### config.mk
export PLATFORM = sky130hd
export DESIGN_NAME = fpr_file
export DESIGN_NICKNAME = d
export VERILOG_FILES = /design/src/rtl/fpr_file.sv
export SDC_FILE = /design/constraint.sdc
export NUM_CORES = 1
export LEC_CHECK = 0
export CORE_MARGIN = 1
export CORE_UTILIZATION = 32
export CTS_BUF_LIST = sky130_fd_sc_hd__clkbuf_16
export DETAILED_ROUTE_END_ITERATION = 8
export HOLD_SLACK_MARGIN = 0.06
export PLACE_DENSITY_LB_ADDON = 0.15
export RECOVER_POWER = 100
export SYNTH_ARGS = -nofsm -noshare
export SYNTH_HDL_FRONTEND = slang
export SYNTH_SLANG_ARGS = --single-unit
### constraint.sdc
create_clock -name clk -period 6.05 [get_ports clk]
set_input_delay 1.21 -clock clk [delete_from_list [all_inputs] [get_ports clk]]
set_output_delay 1.21 -clock clk [all_outputs]
set_load 0.05 [all_outputs]
### src/rtl/fpr_file.sv
// rtl/fpr_file.sv - parametrised FP register file with busy scoreboard
// Optional feature: define FPR_BYPASS_EN for same-cycle write-to-read forwarding.
module fpr_file #(
  parameter int DW  = 64,
  parameter int AW  = 4,
  parameter int NRD = 2
) (
  input  logic              clk,
  input  logic              rst_n,
  input  logic [1:0]        wr,
  input  logic [AW-1:0]     fd,
  input  logic [DW-1:0]     din,
  input  logic [NRD*AW-1:0] raddr,
  output logic [NRD*DW-1:0] rdata,
  output logic [NRD-1:0]    rbusy,
  input  logic              iss_vld,
  input  logic [AW-1:0]     iss_fd,
  output logic              iss_rdy,
  input  logic              flush
);

  localparam int NREG = 1 << AW;
  localparam int HW   = DW / 2;

  logic [DW-1:0]   regs [NREG];
  logic [NREG-1:0] busy;
  logic            wr_en;

  assign wr_en = (wr != 2'b00);

  // A register being written back this cycle may be re-reserved at once.
  assign iss_rdy = ~busy[iss_fd] | (wr_en && (fd == iss_fd));

  // Register array: halves are written independently, reset clears all contents.
  always_ff @(posedge clk or negedge rst_n) begin
    if (!rst_n) begin
      for (int i = 0; i < NREG; i++) regs[i] <= '0;
    end else if (wr_en) begin
      if (wr[1]) regs[fd][DW-1:HW] <= din[DW-1:HW];
      if (wr[0]) regs[fd][HW-1:0]  <= din[HW-1:0];
    end
  end

  // Scoreboard: flush beats everything, issue set beats writeback release.
  always_ff @(posedge clk or negedge rst_n) begin
    if (!rst_n) begin
      busy <= '0;
    end else if (flush) begin
      busy <= '0;
    end else begin
      for (int i = 0; i < NREG; i++) begin
        if (iss_vld && iss_rdy && (iss_fd == AW'(i))) busy[i] <= 1'b1;
        else if (wr_en && (fd == AW'(i)))             busy[i] <= 1'b0;
      end
    end
  end

  for (genvar k = 0; k < NRD; k++) begin : g_port
    logic [AW-1:0] a;
    logic [DW-1:0] q;
    logic          b;

    assign a = raddr[k*AW +: AW];

    // Combinational read of one port, optionally merging in the in-flight write.
    always_comb begin
      q = regs[a];
      b = busy[a];
`ifdef FPR_BYPASS_EN
      if (wr_en && (fd == a)) begin
        if (wr[1]) q[DW-1:HW] = din[DW-1:HW];
        if (wr[0]) q[HW-1:0]  = din[HW-1:0];
        b = 1'b0;
      end
`endif
    end

    assign rdata[k*DW +: DW] = q;
    assign rbusy[k]          = b;
  end

endmodule

==> impl_metrics.yaml <==
yosys:
  async_flop_share: 1.00
  ys_seq_area_frac: 0.477
  yosysMostFrequentCell: "dfrtp_1"
  ys_seq_elements: 1040
  yosysWarnings: 0
  synth_top_cell_area_share: 0.477
  ys_types: 29
  synth-edff-count: 0
  yosysTopAreaCell: "dfrtp_1"
  synthFlopType: "dfrtp_1"
  synth_area_um2: 54600
  postSynthCellCount: 3164
  syn-num-nets: 3250
  syn_avg_cell_area_um2: 17.2
  synth.top_cells.by_count: "dfrtp_1, mux2_2, mux4_2"
  synth_area_leaders: "dfrtp_1, mux4_2, mux2_2"
grt:
  grtUsageMet3: 0.0312
  grtUsageTotal: 0.202
  use_met1: 0.263
  globalRouteMet2Util: 0.337
  antenna_found_initial: 22
  grt_max_degree: 150
  grt_busiest_layer: "met2"
  grt.overflow.total: 0
  grt_pass1_vias: 36196
  grt_pass1_wl_um: 256000
critical_path:
  crit_slowest_cell: "nor2_1"
  cp_num_buf_inv: 3
  slowest_delay_ps: 2000
  r2r_slack_ps: 4230
  worstPathMaxFanout: 15
  r2r-start: "busy[13]"
  reg2reg_depth: 5
  required_ps: 6700
  startpoint: "fd[1]"
  r2r-end: "busy[7]"
  crit_family: "simple AND/OR/NAND/NOR gates"
  critical_path_class: "in -> reg"
  crit_arrival_ps: 6140
  cp_cell_sequence: "dlygate4sd3_1 > clkbuf_1 > nand2b_1 > nor2_1 > clkbuf_1 > mux2_2"
  cp-start-kind: "input port"
  crit_top_cell: "clkbuf_1"
  end_kind: "register"
drt:
  antenna_left: 0
  vias_per_cell: 5.71
  route.detailed.drc: 0
  routed_wl_um: 172000
  wl_per_cell_um: 30.5
  num_vias: 32113
  drt_iter0_drc: 2137
  first_pass_iters: 5
cells_and_area:
  multiInputGateArea_um2: 27100
  nets: 3391
  syn2layout_area_growth_pct: 15.3
  fillers: 15674
  layout-drive-gt1-share: 0.579
  seqCellArea_um2: 26000
placed_design:
  dp_hpwl_um: 102000
  place.gp.congestion: 0.771
  port_buffers: 216
sta:
  skew_ps: 17.4
  tns_ps: 0
  slew_headroom: -1.45
  min_period_over_period: 0.908
  hold_viol: 0
  max_freq_ghz: 0.182
  whs_ps: 520
  slew_violations: 1222
  rsz0062_at_grt: "false"
  period_needed_ps: 5490
  setup_viol: 0
  tightestPinTransition_ps: 3680
run_status:
  violations: "max-capacitance violations, max-slew violations"
  status: "finished with violations"
cts:
  cts_resized: 0
  clockRootBuffer: "clkbuf_16"
  numCtsBuffers: 131
  cts_tree: "built"
  numClockSinks: 1040
  cts_htree_levels: 4
  postCtsSetupBuffers: 0
  worstSkewPairLatency_ps: 780
  path_clk_slew_ps: 50
  clockBufferDepth: 3
  postCtsHoldBufs: 0
min_path:
  min_delay_worst_endpoint: "regs[842]"
  min_path_type: "reg -> reg"
  hold_start: "regs[842]"
  holdPathStages: 1
run:
  timing.max_cap.violations: 35
power:
  leakagePower_uw: 0.0251
  ir_drop_mv: 0.278
  cellPowerDensity_nw_per_um2: 370
die:
  core_um2: 169000
  start_util: 0.322
  ios: 217
  die-width_um: 415
  die-height_um: 415
  rows: 151
  die-area_um2: 172000
per-layer routing:
metal / share of wire / wire, µm / vias up
li1: - / - / 12874
met1: 0.42 / 72700 / 18088
met2: 0.50 / 85900 / 830
met3: 0.038 / 6490 / 315
met4: 0.037 / 6340 / 6
met5: 0.00017 / 30 / -
worst max-delay path by stage:
stage / slack, ps / end / depth (start not counted)
3_3_place_gp: 750 / iss_rdy / 7
4_1_cts: 820 / iss_rdy / 7
5_1_grt: 400 / rdata[118] / 6
3_5_place_dp: 810 / iss_rdy / 7
6_report: 560 / regs[618] / 6
2_1_floorplan: 1890 / rbusy[0] / 6
kinds of logic after synthesis:
family / after synthesis / synth area share
buffers and inverters: 318 / 0.0289
multiplexers: 1683 / 0.481
AND/OR/NAND/NOR: 89 / 0.00835
XOR/XNOR: 4 / 0.000642
AO/OA/AOI/OAI: 30 / 0.00394
flip-flops: 1040 / 0.477
placed cells by master, fill, tap and decap left out, types with 11 or more instances in the layout:
cell / count
buf_12: 32
buf_4: 42
clkbuf_1: 44
clkbuf_16: 132
clkbuf_2: 20
clkdlybuf4s50_1: 78
clkinv_1: 33
clkinv_2: 19
dfrtp_1: 1040
dlygate4sd3_1: 100
inv_1: 24
mux2_2: 1027
mux4_2: 650
nand2_1: 14
nor2_1: 18
nor2b_1: 13
o21ai_0: 11
o41ai_1: 12
report_power, final:
group,internal (µW),switching (µW),leakage [µW]
Clock,4060,3210,0.00201
Sequential,8570,1160,0.0128
Combinational,3420,2840,0.0103
Total,16100,7210,0.0251
registers in the layout, indices dropped and copies added, names as in the netlist:
register	cells
busy	16
regs	1024
final cells by class:
type / count / area share
repair buffers: 326 / 0.0497
diodes: 8 / 0.000318
clock inverters: 95 / 0.00992
multi-input cells: 1806 / 0.430
clock buffers: 132 / 0.0525
flip-flops and latches: 1040 / 0.414
well taps: 2218 / 0.0441
through the flow:
step	power [µW]	std cells	area, µm²	setup WS, ps	util
2_1_floorplan	14200	3164	54600	1890	-
3_5_place_dp	16300	5390	59400	811	0.351
3_3_place_gp	16000	5390	59400	754	0.351
6_report	23300	5625	62900	560	0.372
4_1_cts	23700	5617	63400	817	0.374
5_1_grt	24400	5624	62900	397	0.372
No activity file was read; power rests on OpenSTA's default activity.
